File: config.mk
export PLATFORM = sky130hd
export DESIGN_NAME = id_stage_pipe_flat
export DESIGN_NICKNAME = d
export VERILOG_FILES = /design/src/rtl/id_pkg.sv /design/src/rtl/id_stage_pipe_if.sv /design/src/rtl/id_decode_core.sv /design/src/rtl/id_stage_pipe.sv /design/src/flat_wrapper.sv
export SDC_FILE = /design/constraint.sdc
export NUM_CORES = 1
export LEC_CHECK = 0
export CAP_MARGIN = 15
export CORE_UTILIZATION = 46
export DETAILED_ROUTE_END_ITERATION = 12
export PLACE_DENSITY = 0.84
export SYNTH_ARGS = -nofsm -noshare
export SYNTH_HDL_FRONTEND = slang
export SYNTH_SLANG_ARGS = --single-unit
File: constraint.sdc
create_clock -name clk -period 2.3 [get_ports clk]
set_input_delay 0.23 -clock clk [delete_from_list [all_inputs] [get_ports clk]]
set_output_delay 0.23 -clock clk [all_outputs]
set_load 0.02 [all_outputs]
File: src/rtl/id_pkg.sv
// ============================================================================
// Package : id_pkg
// Shared decode-stage types: opcodes, ALU ops, immediate formats, bundle.
// Optional macro: ID_MEXT_EN adds the muldiv flag to the decoded bundle.
// Revision: 1.0
// ============================================================================
`default_nettype none

package id_pkg;

    localparam logic [6:0] c_OPC_R      = 7'b0110011;
    localparam logic [6:0] c_OPC_I      = 7'b0010011;
    localparam logic [6:0] c_OPC_LOAD   = 7'b0000011;
    localparam logic [6:0] c_OPC_STORE  = 7'b0100011;
    localparam logic [6:0] c_OPC_BRANCH = 7'b1100011;
    localparam logic [6:0] c_OPC_JAL    = 7'b1101111;
    localparam logic [6:0] c_OPC_JALR   = 7'b1100111;
    localparam logic [6:0] c_OPC_LUI    = 7'b0110111;
    localparam logic [6:0] c_OPC_AUIPC  = 7'b0010111;

    typedef enum logic [3:0] {
        ALU_ADD, ALU_SUB, ALU_SLL, ALU_SLT, ALU_SLTU, ALU_XOR,
        ALU_SRL, ALU_SRA, ALU_OR, ALU_AND, ALU_PASS_B, ALU_MULDIV
    } alu_op_e;

    typedef enum logic [2:0] {
        IMM_NONE, IMM_I, IMM_S, IMM_B, IMM_U, IMM_J
    } imm_fmt_e;

    typedef struct packed {
        logic [4:0] rs1;
        logic [4:0] rs2;
        logic [4:0] rd;
        logic [3:0] funct;
        alu_op_e    aluctr;
        logic       branch;
        logic       jump;
        logic       memread;
        logic       memtoreg;
        logic       memwrite;
        logic       regwrite;
        logic       immadd;
        logic       illegal;
`ifdef ID_MEXT_EN
        logic       muldiv;
`endif
    } id_bundle_t;

    // SUB only exists in the register-register form; ADDI never subtracts
    function automatic alu_op_e alu_from_f3(input logic [2:0] f3, input logic alt, input logic is_r);
        alu_op_e r;
        r = ALU_ADD;
        case (f3)
            3'b000: r = (alt && is_r) ? ALU_SUB : ALU_ADD;
            3'b001: r = ALU_SLL;
            3'b010: r = ALU_SLT;
            3'b011: r = ALU_SLTU;
            3'b100: r = ALU_XOR;
            3'b101: r = alt ? ALU_SRA : ALU_SRL;
            3'b110: r = ALU_OR;
            default: r = ALU_AND;
        endcase
        return r;
    endfunction

endpackage

`default_nettype wire

File: src/rtl/id_stage_pipe_if.sv
// ============================================================================
// Interface : id_stage_pipe_if
// Fetch-side and EX-side handshake bus of the decode stage.
// Optional macro: ID_MEXT_EN adds out_muldiv.
// Revision: 1.0
// ============================================================================
`default_nettype none

interface id_stage_pipe_if #(
    parameter int XLEN   = 32,
    parameter int PC_W   = 32,
    parameter int REG_AW = 5
);
    logic              in_valid;
    logic              in_ready;
    logic [31:0]       in_instr;
    logic [PC_W-1:0]   in_pc;
    logic              flush;
    logic              out_valid;
    logic              out_ready;
    logic [PC_W-1:0]   out_pc;
    logic [REG_AW-1:0] out_rs1_addr;
    logic [REG_AW-1:0] out_rs2_addr;
    logic [REG_AW-1:0] out_rd_addr;
    logic [XLEN-1:0]   out_imm;
    logic [3:0]        out_funct;
    logic [3:0]        out_aluctr;
    logic              out_branch;
    logic              out_jump;
    logic              out_memread;
    logic              out_memtoreg;
    logic              out_memwrite;
    logic              out_regwrite;
    logic              out_immadd;
    logic              out_illegal;
`ifdef ID_MEXT_EN
    logic              out_muldiv;
`endif

    modport slave (
        input  in_valid, in_instr, in_pc, flush, out_ready,
        output in_ready, out_valid, out_pc, out_rs1_addr, out_rs2_addr, out_rd_addr,
               out_imm, out_funct, out_aluctr, out_branch, out_jump, out_memread,
               out_memtoreg, out_memwrite, out_regwrite, out_immadd, out_illegal
`ifdef ID_MEXT_EN
             , out_muldiv
`endif
    );

    modport master (
        output in_valid, in_instr, in_pc, flush, out_ready,
        input  in_ready, out_valid, out_pc, out_rs1_addr, out_rs2_addr, out_rd_addr,
               out_imm, out_funct, out_aluctr, out_branch, out_jump, out_memread,
               out_memtoreg, out_memwrite, out_regwrite, out_immadd, out_illegal
`ifdef ID_MEXT_EN
             , out_muldiv
`endif
    );
endinterface

`default_nettype wire

File: src/rtl/id_decode_core.sv
// ============================================================================
// Module : id_decode_core
// Stateless RV32I instruction decoder producing the control bundle and immediate.
// Optional macro: ID_MEXT_EN decodes funct7=0000001 R-type as RV32M.
// Revision: 1.0
// ============================================================================
`default_nettype none

module id_decode_core
    import id_pkg::*;
#(
    parameter int XLEN = 32
) (
    input  logic [31:0]     i_instr,
    output id_bundle_t      o_bundle,
    output logic [XLEN-1:0] o_imm
);
    logic [6:0] w_opc;
    logic [6:0] w_f7;
    logic [6:0] w_f7s;
    logic [2:0] w_f3;
    logic [4:0] w_rs1;
    logic [4:0] w_rs2;
    logic [4:0] w_rd;
    logic       w_ill;
    logic [31:0] w_imm32;
    imm_fmt_e   w_fmt;
    id_bundle_t w_b;

    assign w_opc = i_instr[6:0];
    assign w_f3  = i_instr[14:12];
    assign w_f7  = i_instr[31:25];
    assign w_rs1 = i_instr[19:15];
    assign w_rs2 = i_instr[24:20];
    assign w_rd  = i_instr[11:7];
    // On RV64 instr[25] is the top shift-amount bit, not part of funct7
    assign w_f7s = (XLEN == 64) ? {w_f7[6:1], 1'b0} : w_f7;

    always_comb begin
        w_b          = '0;
        w_b.aluctr   = ALU_ADD;
        w_b.funct    = {1'b0, w_f3};
        w_fmt        = IMM_NONE;
        w_ill        = 1'b0;
        case (w_opc)
            c_OPC_R: begin
                w_b.rs1      = w_rs1;
                w_b.rs2      = w_rs2;
                w_b.rd       = w_rd;
                w_b.regwrite = 1'b1;
                w_b.funct    = {w_f7[5], w_f3};
                if (w_f7 == 7'b0000000 ||
                    (w_f7 == 7'b0100000 && (w_f3 == 3'b000 || w_f3 == 3'b101))) begin
                    w_b.aluctr = alu_from_f3(w_f3, w_f7[5], 1'b1);
                end
`ifdef ID_MEXT_EN
                else if (w_f7 == 7'b0000001) begin
                    w_b.aluctr = ALU_MULDIV;
                    w_b.funct  = {1'b0, w_f3};
                    w_b.muldiv = 1'b1;
                end
`endif
                else begin
                    w_ill = 1'b1;
                end
            end
            c_OPC_I: begin
                w_b.rs1      = w_rs1;
                w_b.rd       = w_rd;
                w_b.regwrite = 1'b1;
                w_b.immadd   = 1'b1;
                w_fmt        = IMM_I;
                w_b.aluctr   = alu_from_f3(w_f3, w_f7[5], 1'b0);
                if (w_f3 == 3'b001 || w_f3 == 3'b101) begin
                    w_b.funct = {w_f7[5], w_f3};
                    if (!(w_f7s == 7'b0000000 || (w_f3 == 3'b101 && w_f7s == 7'b0100000)))
                        w_ill = 1'b1;
                end
            end
            c_OPC_LOAD: begin
                w_b.rs1      = w_rs1;
                w_b.rd       = w_rd;
                w_b.memread  = 1'b1;
                w_b.memtoreg = 1'b1;
                w_b.regwrite = 1'b1;
                w_b.immadd   = 1'b1;
                w_fmt        = IMM_I;
                if (w_f3 == 3'b011 || w_f3 == 3'b110 || w_f3 == 3'b111) w_ill = 1'b1;
            end
            c_OPC_STORE: begin
                w_b.rs1      = w_rs1;
                w_b.rs2      = w_rs2;
                w_b.memwrite = 1'b1;
                w_b.immadd   = 1'b1;
                w_fmt        = IMM_S;
                if (w_f3 > 3'b010) w_ill = 1'b1;
            end
            c_OPC_BRANCH: begin
                w_b.rs1    = w_rs1;
                w_b.rs2    = w_rs2;
                w_b.branch = 1'b1;
                w_fmt      = IMM_B;
                case (w_f3[2:1])
                    2'b00:   w_b.aluctr = ALU_SUB;
                    2'b10:   w_b.aluctr = ALU_SLT;
                    2'b11:   w_b.aluctr = ALU_SLTU;
                    default: w_ill      = 1'b1;
                endcase
            end
            c_OPC_JAL: begin
                w_b.rd       = w_rd;
                w_b.jump     = 1'b1;
                w_b.regwrite = 1'b1;
                w_fmt        = IMM_J;
            end
            c_OPC_JALR: begin
                w_b.rs1      = w_rs1;
                w_b.rd       = w_rd;
                w_b.jump     = 1'b1;
                w_b.regwrite = 1'b1;
                w_b.immadd   = 1'b1;
                w_fmt        = IMM_I;
                if (w_f3 != 3'b000) w_ill = 1'b1;
            end
            c_OPC_LUI, c_OPC_AUIPC: begin
                w_b.rd       = w_rd;
                w_b.regwrite = 1'b1;
                w_b.immadd   = 1'b1;
                w_b.aluctr   = (w_opc == c_OPC_LUI) ? ALU_PASS_B : ALU_ADD;
                w_fmt        = IMM_U;
            end
            default: w_ill = 1'b1;
        endcase
        if (i_instr[1:0] != 2'b11) w_ill = 1'b1;
        // Illegal encodings must not touch architectural state downstream
        if (w_ill) begin
            w_b.regwrite = 1'b0;
            w_b.memread  = 1'b0;
            w_b.memwrite = 1'b0;
            w_b.branch   = 1'b0;
            w_b.jump     = 1'b0;
`ifdef ID_MEXT_EN
            w_b.muldiv   = 1'b0;
`endif
        end
        w_b.illegal = w_ill;
    end

    always_comb begin
        w_imm32 = '0;
        case (w_fmt)
            IMM_I:   w_imm32 = {{20{i_instr[31]}}, i_instr[31:20]};
            IMM_S:   w_imm32 = {{20{i_instr[31]}}, i_instr[31:25], i_instr[11:7]};
            IMM_B:   w_imm32 = {{19{i_instr[31]}}, i_instr[31], i_instr[7], i_instr[30:25], i_instr[11:8], 1'b0};
            IMM_U:   w_imm32 = {i_instr[31:12], 12'b0};
            IMM_J:   w_imm32 = {{11{i_instr[31]}}, i_instr[31], i_instr[19:12], i_instr[20], i_instr[30:21], 1'b0};
            default: w_imm32 = '0;
        endcase
    end

    assign o_imm    = XLEN'($signed(w_imm32));
    assign o_bundle = w_b;

endmodule

`default_nettype wire

File: src/rtl/id_stage_pipe.sv
// ============================================================================
// Module : id_stage_pipe
// Registered RV32I decode stage with valid/ready handshake, load-use stall and flush.
// Optional macro: ID_MEXT_EN enables RV32M decode and the out_muldiv output.
// Revision: 1.0
// ============================================================================
`default_nettype none

module id_stage_pipe
    import id_pkg::*;
#(
    parameter int XLEN   = 32,
    parameter int PC_W   = 32,
    parameter int REG_AW = 5
) (
    input  logic           clk,
    input  logic           rst_n,
    id_stage_pipe_if.slave bus
);
    id_bundle_t      w_dec;
    logic [XLEN-1:0] w_imm;
    logic            w_hazard;
    logic            w_load;

    id_bundle_t      r_dec;
    logic [XLEN-1:0] r_imm;
    logic [PC_W-1:0] r_pc;
    logic            r_valid;

    id_decode_core #(.XLEN(XLEN)) u_decode (
        .i_instr  (bus.in_instr),
        .o_bundle (w_dec),
        .o_imm    (w_imm)
    );

    // Unused source fields decode to x0, so they can never match a nonzero rd
    assign w_hazard = r_valid && r_dec.memread && (r_dec.rd != 5'd0) &&
                      ((w_dec.rs1 == r_dec.rd) || (w_dec.rs2 == r_dec.rd));

    assign bus.in_ready = bus.flush || (!w_hazard && (!r_valid || bus.out_ready));
    assign w_load       = bus.in_valid && bus.in_ready && !bus.flush;

    always_ff @(posedge clk) begin
        if (!rst_n) begin
            r_valid <= 1'b0;
            r_dec   <= '0;
            r_imm   <= '0;
            r_pc    <= '0;
        end else if (bus.flush) begin
            r_valid <= 1'b0;
        end else if (w_load) begin
            r_valid <= 1'b1;
            r_dec   <= w_dec;
            r_imm   <= w_imm;
            r_pc    <= bus.in_pc;
        end else if (bus.out_ready) begin
            r_valid <= 1'b0;
        end
    end

    assign bus.out_valid    = r_valid;
    assign bus.out_pc       = r_pc;
    assign bus.out_rs1_addr = REG_AW'(r_dec.rs1);
    assign bus.out_rs2_addr = REG_AW'(r_dec.rs2);
    assign bus.out_rd_addr  = REG_AW'(r_dec.rd);
    assign bus.out_imm      = r_imm;
    assign bus.out_funct    = r_dec.funct;
    assign bus.out_aluctr   = r_dec.aluctr;
    assign bus.out_branch   = r_dec.branch;
    assign bus.out_jump     = r_dec.jump;
    assign bus.out_memread  = r_dec.memread;
    assign bus.out_memtoreg = r_dec.memtoreg;
    assign bus.out_memwrite = r_dec.memwrite;
    assign bus.out_regwrite = r_dec.regwrite;
    assign bus.out_immadd   = r_dec.immadd;
    assign bus.out_illegal  = r_dec.illegal;
`ifdef ID_MEXT_EN
    assign bus.out_muldiv   = r_dec.muldiv;
`endif

endmodule

`default_nettype wire

File: src/flat_wrapper.sv
// flat-port wrapper written by rule: the top's interface ports become plain ports
module id_stage_pipe_flat import id_pkg::*;
#(
    parameter int XLEN   = 32,
    parameter int PC_W   = 32,
    parameter int REG_AW = 5
)
  (clk, rst_n, bus_in_valid, bus_in_instr, bus_in_pc, bus_flush, bus_out_ready, bus_in_ready, bus_out_valid, bus_out_pc, bus_out_rs1_addr, bus_out_rs2_addr, bus_out_rd_addr, bus_out_imm, bus_out_funct, bus_out_aluctr, bus_out_branch, bus_out_jump, bus_out_memread, bus_out_memtoreg, bus_out_memwrite, bus_out_regwrite, bus_out_immadd, bus_out_illegal);
  id_stage_pipe_if #(.XLEN(XLEN), .PC_W(PC_W), .REG_AW(REG_AW)) bus_i ();
  input  logic clk;
  input  logic rst_n;
  input wire logic [$bits(bus_i.in_valid)-1:0] bus_in_valid;
  input wire logic [$bits(bus_i.in_instr)-1:0] bus_in_instr;
  input wire logic [$bits(bus_i.in_pc)-1:0] bus_in_pc;
  input wire logic [$bits(bus_i.flush)-1:0] bus_flush;
  input wire logic [$bits(bus_i.out_ready)-1:0] bus_out_ready;
  output wire logic [$bits(bus_i.in_ready)-1:0] bus_in_ready;
  output wire logic [$bits(bus_i.out_valid)-1:0] bus_out_valid;
  output wire logic [$bits(bus_i.out_pc)-1:0] bus_out_pc;
  output wire logic [$bits(bus_i.out_rs1_addr)-1:0] bus_out_rs1_addr;
  output wire logic [$bits(bus_i.out_rs2_addr)-1:0] bus_out_rs2_addr;
  output wire logic [$bits(bus_i.out_rd_addr)-1:0] bus_out_rd_addr;
  output wire logic [$bits(bus_i.out_imm)-1:0] bus_out_imm;
  output wire logic [$bits(bus_i.out_funct)-1:0] bus_out_funct;
  output wire logic [$bits(bus_i.out_aluctr)-1:0] bus_out_aluctr;
  output wire logic [$bits(bus_i.out_branch)-1:0] bus_out_branch;
  output wire logic [$bits(bus_i.out_jump)-1:0] bus_out_jump;
  output wire logic [$bits(bus_i.out_memread)-1:0] bus_out_memread;
  output wire logic [$bits(bus_i.out_memtoreg)-1:0] bus_out_memtoreg;
  output wire logic [$bits(bus_i.out_memwrite)-1:0] bus_out_memwrite;
  output wire logic [$bits(bus_i.out_regwrite)-1:0] bus_out_regwrite;
  output wire logic [$bits(bus_i.out_immadd)-1:0] bus_out_immadd;
  output wire logic [$bits(bus_i.out_illegal)-1:0] bus_out_illegal;
  assign bus_i.in_valid = bus_in_valid;
  assign bus_i.in_instr = bus_in_instr;
  assign bus_i.in_pc = bus_in_pc;
  assign bus_i.flush = bus_flush;
  assign bus_i.out_ready = bus_out_ready;
  assign bus_in_ready = bus_i.in_ready;
  assign bus_out_valid = bus_i.out_valid;
  assign bus_out_pc = bus_i.out_pc;
  assign bus_out_rs1_addr = bus_i.out_rs1_addr;
  assign bus_out_rs2_addr = bus_i.out_rs2_addr;
  assign bus_out_rd_addr = bus_i.out_rd_addr;
  assign bus_out_imm = bus_i.out_imm;
  assign bus_out_funct = bus_i.out_funct;
  assign bus_out_aluctr = bus_i.out_aluctr;
  assign bus_out_branch = bus_i.out_branch;
  assign bus_out_jump = bus_i.out_jump;
  assign bus_out_memread = bus_i.out_memread;
  assign bus_out_memtoreg = bus_i.out_memtoreg;
  assign bus_out_memwrite = bus_i.out_memwrite;
  assign bus_out_regwrite = bus_i.out_regwrite;
  assign bus_out_immadd = bus_i.out_immadd;
  assign bus_out_illegal = bus_i.out_illegal;
  id_stage_pipe #(.XLEN(XLEN), .PC_W(PC_W), .REG_AW(REG_AW)) u_core (.clk(clk), .rst_n(rst_n), .bus(bus_i));
endmodule
After elaboration in Yosys (flattened, before gate mapping)
Index checks and enable logic that the tools add are counted.
{ "classes": {"n_eq_ne": 27, "n_lt_le_gt_ge": 1, "bitwise": 2, "reduce_logical": 37, "n_mux": 34} }
{ "ops": {"columns": ["operator", "count"], "rows": [
  ["$pmux 32 s5", 1],
  ["$pmux 4 s7", 2],
  ["$eq 7x6->1 const B", 4],
  ["$eq 7x7->1 const B", 3],
  ["$eq 3x3->1 const B", 6],
  ["$mux 1", 17],
  ["$pmux 4 s4", 1],
  ["$mux 5", 3],
  ["$pmux 3 s5", 1],
  ["$eq 7x5->1 const B", 2],
  ["$eq 3x2->1 const B", 4],
  ["$mux 4", 3],
  ["$reduce_or 3->1", 4],
  ["$reduce_or 6->1", 2],
  ["$eq 5x5->1", 2],
  ["$logic_or 1x1->1", 9],
  ["$pmux 3 s3", 1],
  ["$logic_and 1x1->1", 8],
  ["$pmux 4 s2", 1],
  ["$eq 7x2->1 const B", 1],
  ["$logic_not 7->1", 1],
  ["$pmux 1 s7", 1],
  ["$reduce_or 7->1", 1],
  ["$eq 3x1->1 const B", 2],
  ["other kinds (14)", 21]
]} }
{ "totals": {"register_bits": 96, "out_inout_bits": 97} }

Logic depth before layout (Yosys ltp)
Gate-level depths: netlist (run 1).
{ "logic_depth": {"depth_word": 12, "ltp_mapped": 10} }

Modules after synthesis
From an unflattened synthesis (run 1), not the netlist that was laid out.
{ "hier_totals": {"cells_unflattened": 600, "area_unflattened_um2": 5081.1} }
{ "by_module_without_submodules": {"columns": ["module", "area_each_um2", "n_inst", "cells_each"], "rows": [
  ["id_stage_pipe", 3980.1, 1, 439],
  ["id_decode_core", 1101.1, 1, 161]
]} }

Worst setup path before layout (run 1)
OpenSTA, ideal clock, no wires.
{ "synth_path": {"path_type": "flip-flop to flip-flop", "start": "register u_core.r_dec, in the netlist u_core.bus.out_rd_addr[1]", "end": "register u_core.r_dec, in the netlist u_core.bus.out_rd_addr[1]", "arrival_ns": 2.166, "path_stages_with_launch": 9, "synth_period_minus_slack_ns": 2.237, "setup_time_ns": 0.072, "t_required_ns": 2.228, "path_slack_ns": 0.063, "cell_sequence": "dfxtp_1 > nor2b_1 > a2111oi_2 > nand4_1 > a221oi_1 > a21bo_1 > buf_4 > buf_6 > mux2i_1"} }
{ "synth_via": {"elab_chain_len": 9} }
{ "synth_lines": {"columns": ["element", "line", "rtl"], "rows": [
  ["start, declared", "id_stage_pipe.sv:25", "id_bundle_t r_dec;"],
  ["start signal, assigned", "id_stage_pipe.sv:53", "r_dec <= w_dec;"],
  ["$eq 5x5->1 / $reduce_bool 5->1 (equally long branches)", "id_stage_pipe.sv:38, id_stage_pipe.sv:37", null],
  ["$logic_or 1x1->1 / $logic_and 1x1->1 (equally long branches)", "id_stage_pipe.sv:38, id_stage_pipe.sv:37", null],
  ["$logic_and 1x1->1 *", "id_stage_pipe.sv:37", "assign w_hazard = r_valid && r_dec.memread && (r_dec.rd != 5'd0) &&"],
  ["$logic_not 1->1 *", "id_stage_pipe.sv:40", "assign bus.in_ready = bus.flush || (!w_hazard && (!r_valid || bus.out_ready));"],
  ["$logic_and 1x1->1 *", "id_stage_pipe.sv:40", null],
  ["$logic_or 1x1->1 *", "id_stage_pipe.sv:40", null],
  ["$logic_and 1x1->1 * (2 in series)", "id_stage_pipe.sv:41", "assign w_load = bus.in_valid && bus.in_ready && !bus.flush;"],
  ["$reduce_and 2->1 (no source line) *", null, null]
]} }
Every way passes the cells marked *; elsewhere a longest branch is shown, timed or not.
A chain may end at the register's enable or synchronous reset.

Final worst setup path (run 1)
{ "layout_path": {"start": "input port bus_in_instr[19]", "end": "output port bus_in_ready"} }
{ "layout_via": {"elab_chain_len": 7} }
{ "layout_lines": {"columns": ["element", "line", "rtl"], "rows": [
  ["start, declared", "flat_wrapper.sv:13", "input wire logic [$bits(bus_i.in_instr)-1:0] bus_in_instr;"],
  ["$mux 5", "id_decode_core.sv:45", "case (w_opc)"],
  ["$eq 5x5->1", "id_stage_pipe.sv:38", "((w_dec.rs1 == r_dec.rd) || (w_dec.rs2 == r_dec.rd));"],
  ["$logic_or 1x1->1", "id_stage_pipe.sv:38", null],
  ["$logic_and 1x1->1", "id_stage_pipe.sv:37", null],
  ["$logic_not 1->1", "id_stage_pipe.sv:40", null],
  ["$logic_and 1x1->1", "id_stage_pipe.sv:40", null],
  ["$logic_or 1x1->1", "id_stage_pipe.sv:40", null],
  ["end, declared", "flat_wrapper.sv:17", "output wire logic [$bits(bus_i.in_ready)-1:0] bus_in_ready;"]
]} }
Every way passes these cells.

==> metrics, run 1 <==
post-synthesis sequential area ratio 0.393; Fmax 0.419 GHz; routed len/inst 17.4 µm; Via density 5.44; number of port buffers 165; total number of vias 5,132; max_slew headroom 0.654; PnR worst setup slack -0.0879 ns; full die area 11,000 µm²; Routed WL 16,400 µm; GRT busiest layer met2; initial drt markers 488; worst vdd ir 354 µV; Compound-Gate Fraction of Synth Area 0.117; Mean Syn Cell Area 8.40 µm²; Tot GR Track Use 0.281; worst min path class primary input to register; Synth cell types 54; die width 105 µm; I/O Pins 166; Hold Path End u_core.bus.out_pc[28]; failing checks negative setup slack; hold depth 3; routing usage on met1 0.334; largest net degree at the start of global routing 89; Adder-Cell Fraction of Synth Area 0; worst skew pair latency 0.38 ns; Nets 871; Leak 3.28 nW; mux share of post-synthesis cell area 0.188; Post-Syn Nets 651; pwr/cell area 464 nW/µm²; clock skew 0.0177 ns; ANT nets after route 0; GR Util met3 0.0555; Simple-Gate Fraction of Synth Area 0.230; CTS H-tree depth 3; number of global-route vias before repair 4,836; startpoint types primary input; DRC Markers 0; worst slew pin tran 0.506 ns; Seq cells post-synth 96; ys async rst share 0; antenna violations before repair 0; worst r2r dst u_core.bus.out_jump; Hold Vio Cnt, Final 0; Main synth FF type dfxtp_1; required time of the critical path 2.07 ns; post-synthesis xor/xnor area fraction 0.00716; worst-path maximum fanout 2; number of flops mapped to enable cells by yosys 0; dpl hpwl 11,700 µm; R2R depth 9; area grow syn2layout 56.7%; RSZ-0062 raised after global routing true; Num CTS Buffers 9; Syn Std Cell Area 4890 µm²; hold_sp rst_n; status complete, but fails checks; diode count 0; r2r startpoint u_core.bus.out_rd_addr[1]; fin crit period 2.39 ns; FILL cells 735; Final Setup Violations 2; largest area contributor in the netlist dfxtp_1; r2r setup slk -0.05 ns; Worst Setup End Kind output port; Synth Warn # 0; Congestion Overflow GR 0; CTS tree done; Slew Limit Fails 0; critical path class primary input to output port; Die Height 105 µm; core area 10,300 µm²; CTS root buffer clkbuf_8; Post-Syn Instances 582; top cell type's share of synthesized area 0.393; Maximum Capacitance Violations 0; Post-CTS Hold Buffers 0; crit share post-route 1.04; Starting Density 0.474; crit path DAT 2.16 ns; main combinational cell family by area after synthesis simple AND/OR/NAND/NOR gates; Setup TNS -0.153 ns; global-route wire length before repair 24,500 µm; met2 Use GR 0.496; CTS clk-pin slew, worst paths 0.09 ns; Rows 37; Synth area leaders dfxtp_1 39%, mux2i_1 19%, nand2_1 13%; Hold Slack 0.313 ns; clock sink count 96; Max Root-Sink Buffers 2; Initial DRT Pass Iterations 5; Placer Congestion 0.896; proportion of layout cells with a drive suffix above 1 0.172
[worst max-delay path, stage by stage]
cell,delay [ns]
clkdlybuf4s50_1,0.45
nor2b_1,0.18
a2111oi_4,0.30
nand4_1,0.18
a221oi_2,0.39
a21oi_2,0.12
a21o_1,0.18
buf_6,0.13
[what timing repair did]
action                                  in CTS  in global routing
buffers inserted                             4                  6
cloned                                       0                  6
endpoints found under the setup margin       4                 48
resized for setup                           18                 22
pin swaps                                    7                  8
[Yosys cell counts (2+ instances only)]
library cell    n
a21oi_1         8
and3b_1         2
buf_2           3
o211ai_1        5
nand2b_1        2
nor3_1          9
nor3b_1         2
nor2_1         14
buf_6          11
o21ai_0         8
nand3b_1        3
clkbuf_1       29
a2111oi_0       2
and2_1          2
nand2_1       174
buf_4           3
o22ai_1         3
and3_1          2
o31a_1          2
nor4_1          3
inv_1          11
xor2_1          3
dfxtp_1        96
nand3_1        24
nand4_1         4
a22o_1          4
mux2i_1        92
nor2b_1         4
a21o_1         20
a22oi_2         2
a211oi_1        2
nand4b_1        3
a221oi_1        5
a21boi_1        2
a211o_1         2
or3_1           3
[per-stage QoR]
stage	instances	instance area (µm²)	utilization	setup WS [ns]	total power, mW
finish	943	7660	0.742	-0.0879	3.56
global route	943	7660	0.742	-0.140	3.69
CTS	931	7400	0.717	-0.0102	3.53
detailed placement	911	7100	0.687	-0.551	2.41
global placement	911	7100	0.687	-0.483	2.40
floorplan	582	4890	-	0.0626	2.07
[metal layers]
| metal | up-vias | routed length [µm] |
|---|---|---|
| li1 | 2440 | - |
| met1 | 2385 | 6680 |
| met2 | 266 | 7950 |
| met3 | 41 | 1230 |
| met4 | 0 | 514 |
| met5 | - | 0 |
[cell usage in the layout (no fill, tap or decap), types with 3 or more instances in the layout]
cell               n
a22o_1             4
nand4b_1           3
mux2i_2            4
nand4_1            4
a21oi_1            7
clkdlybuf4s50_1  161
nor2_1            13
buf_4             76
clkinv_2           3
buf_12             9
clkbuf_16          5
nand3_1           23
mux2i_1           88
a221oi_1           3
nand3b_1           3
nand2_1          174
dfxtp_1           92
nor3_1             9
clkbuf_8           9
o21ai_0            8
xor2_1             3
o211ai_1           5
or3_1              3
a21o_1            20
inv_1             10
[how the worst max path moves through the flow]
stage,endpoint,slack [ns],cells past startpoint,start
2_1_floorplan,u_core.bus.out_rd_addr[1],0.06,8,u_core.bus.out_rd_addr[1]
3_3_place_gp,bus_in_ready,-0.48,8,bus_in_instr[2]
3_5_place_dp,bus_in_ready,-0.55,9,bus_in_instr[6]
4_1_cts,bus_in_ready,-0.01,9,bus_in_instr[6]
5_1_grt,bus_in_ready,-0.14,8,bus_in_instr[19]
6_report,bus_in_ready,-0.09,8,bus_in_instr[19]
[where the power goes]
group          internal (mW)  switching [mW]  total [mW]  leakage (nW)
clock network          0.503           0.622        1.12        0.0994
logic                  0.372           0.339       0.711          2.40
registers               1.70          0.0222        1.72         0.781
total                   2.58           0.983        3.56          3.28
[registers in the layout, indices dropped and copies added, names as in the netlist]
name,flops
u_core.bus.out_immadd,1
u_core.bus.out_memwrite,1
u_core.bus.out_branch,1
u_core.bus.out_rd_addr,5
u_core.bus.out_memread,1
u_core.bus.out_memtoreg,1
u_core.bus.out_aluctr,4
u_core.bus.out_rs2_addr,5
u_core.bus.out_valid,1
u_core.bus.out_pc,32
u_core.bus.out_rs1_addr,5
u_core.bus.out_funct,4
u_core.bus.out_jump,1
u_core.bus.out_illegal,1
u_core.bus.out_imm,32
u_core.bus.out_regwrite,1
[layout make-up]
| cell class | count | area, µm² | area share |
|---|---|---|---|
| timing repair buffer | 256 | 2550 | 0.333 |
| tap | 136 | 170 | 0.0222 |
| sequential | 96 | 1930 | 0.252 |
| inverter | 11 | 41.3 | 0.00539 |
| multi-input combinational | 428 | 2770 | 0.362 |
| clock buffer | 9 | 124 | 0.0162 |
| clock inverter | 7 | 70.1 | 0.00914 |
[kinds of logic (layout without fill, tap and decap cells)]
family,count (synthesis),count (layout)
AOI/OAI and AO/OA,76,76
xor gates and xnor gates,4,4
buffers and inverters,58,283
DFF,96,96
muxes,92,92
and+or+nand+nor,256,256
No activity file was read; power rests on OpenSTA's default activity.
==> run 2, diff against run 1 <==
HOLD_SLACK_MARGIN = 0.08   (was default)
==> results of run 2 <==
The final DEF is identical to that of run 1; final timing and power are the same.
==> run 3, diff against run 2 <==
CORE_UTILIZATION = 45   (was 46)
PLACE_DENSITY = 0.82   (was 0.84)
==> run 3 against run 2 <==
Effect of this change:
- the run still ends with negative setup slack left
- clock-buffer cell count grew 3
- hold slack gained 0.029 ns
- die area grew 2.2%
- via count shrank 2.4%
- highest routed layer unchanged
- maximum frequency grew 3.8%
- global-route usage shrank 0.96 points
==> metrics, run 3 (synthesis results as in run 1) <==
total power 3.46 mW; Slew Limit Fails 0; Nets 869; failing checks negative setup slack; Hold Vio Cnt, Final 0; ANT nets after route 0; final design area excluding fillers 7660 µm²; commonest non-fill, non-tap cell in the layout nand2_1; startpoint types register; slowest stage cell, crit path dfxtp_4; Final Non-Filler Cells 941; CTS H-tree depth 3; DRC Markers 0; Hold Path End u_core.bus.out_aluctr[0]; hold depth 3; max_slew headroom 0.694; core area 10,400 µm²; Die Height 106 µm; slowest stage delay, CP 0.37 ns; clock sink count 96; worst vdd ir 258 µV; hold_sp rst_n; CTS clk-pin slew, worst paths 0.09 ns; CTS root buffer clkbuf_8; largest net degree at the start of global routing 93; worst skew pair latency 0.37 ns; status complete, but fails checks; total number of vias 5,009; number of global-route vias before repair 4,881; worst slew pin tran 0.447 ns; FILL cells 785; dpl hpwl 11,600 µm; proportion of layout cells with a drive suffix above 1 0.165; Maximum Capacitance Violations 0; Starting Density 0.469; pre-CTS setup slack -0.528 ns; Via density 5.32; Core Util, Final 0.735; worst min path class primary input to register; PnR worst setup slack -0.00146 ns; pwr/cell area 451 nW/µm²; r2r startpoint u_core.bus.out_rd_addr[1]; antenna violations before repair 0; Leak 3.33 nW; worst-path cell chain buf_4 > nand3b_1 > o22ai_1 > a22oi_2 > nor4_4 > a21oi_2 > a21o_1 > buf_6; global-route wire length before repair 24,200 µm; Post-CTS Hold Buffers 0; Num CTS Buffers 9; worst r2r dst u_core.bus.out_immadd; Initial DRT Pass Iterations 5; Fmax 0.435 GHz; worst-path maximum fanout 4; required time of the critical path 2.07 ns; initial drt markers 408; area grow syn2layout 56.7%; crit path DAT 2.07 ns; dpl cells 912; placed inst area 7120 µm²; Hold Slack 0.342 ns; Max Root-Sink Buffers 2; Congestion Overflow GR 0; r2r setup slk 0.04 ns; CTS tree done; full die area 11,300 µm²; routed len/inst 17.0 µm; number of port buffers 165; diode count 0; Worst Setup End Kind output port; Routed WL 16,000 µm; Placer Congestion 0.942; RSZ-0062 raised after global routing true; Final Setup Violations 1; crit share post-route 1.00; commonest non-fill, non-tap cells in the layout 174 x nand2_1, 154 x clkdlybuf4s50_1, 92 x dfxtp_1, 91 x mux2i_1, 74 x buf_4; clock skew 0.00975 ns; fin crit period 2.30 ns; die width 106 µm; Tot GR Track Use 0.272; critical path class register to output port; Rows 37; Setup TNS -0.00146 ns; R2R depth 10; I/O Pins 166
==> run 3: changes by cell type in the layout (fill, tap and decap cells not counted), moves of 2 or more <==
| cell | delta |
|---|---|
| clkinv_2 | -2 |
| mux2i_2 | -3 |
| mux2i_1 | +3 |
| clkbuf_16 | -2 |
| clkdlybuf4s50_1 | -7 |
| a221oi_1 | -2 |
| a221oi_2 | +2 |
| dlymetal6s2s_1 | +7 |
| buf_4 | -2 |
| clkbuf_1 | +2 |
==> run 3: layout make-up <==
class / count / area (µm²) / share of cell area
clock buffer: 12 / 145 / 0.0189
timing repair buffer: 254 / 2550 / 0.333
sequential: 96 / 1930 / 0.252
tap: 136 / 170 / 0.0222
inverter: 11 / 41.3 / 0.00539
multi-input combinational: 428 / 2790 / 0.365
clock inverter: 4 / 28.8 / 0.00376
==> run 3: worst max-delay path, delay by kind of cell, from the launching register on <==
kind,cells,cell delay (ns)
AOI/OAI and AO/OA,4,0.56
buffers and inverters,2,0.28
DFF,1,0.37
and+or+nand+nor,2,0.49
==> run 3: per-layer routing <==
layer,up-vias,part of all wire,global-route usage
met4,0,0.024,0.102
met3,29,0.068,0.0521
met5,-,0,0
met2,206,0.49,0.475
met1,2342,0.42,0.328
li1,2432,-,-
==> run 3: worst max path at each step <==
stage                                         start                        end  slack (ns)  depth (start not counted)
after global routing      u_core.bus.out_rd_addr[1]               bus_in_ready       -0.09                          7
final                     u_core.bus.out_rd_addr[2]               bus_in_ready      -0.001                          8
after detailed placement           bus_in_instr[16]               bus_in_ready       -0.53                          8
after CTS                          bus_in_instr[17]               bus_in_ready       -0.04                          8
after global placement             bus_in_instr[16]               bus_in_ready       -0.47                          8
after floorplan           u_core.bus.out_rd_addr[1]  u_core.bus.out_rd_addr[1]        0.06                          8
==> run 3: repair_timing <==
action / CTS / global route
cloned: 1 / 4
pin swaps: 5 / 15
buffers inserted: 3 / 6
endpoints found under the setup margin: 6 / 96
resized for setup: 13 / 35
==> run 3: power breakdown <==
part | switching, mW | internal, mW
sequential | 0.0224 | 1.70
clock | 0.603 | 0.427
combinational | 0.336 | 0.370
total | 0.962 | 2.50
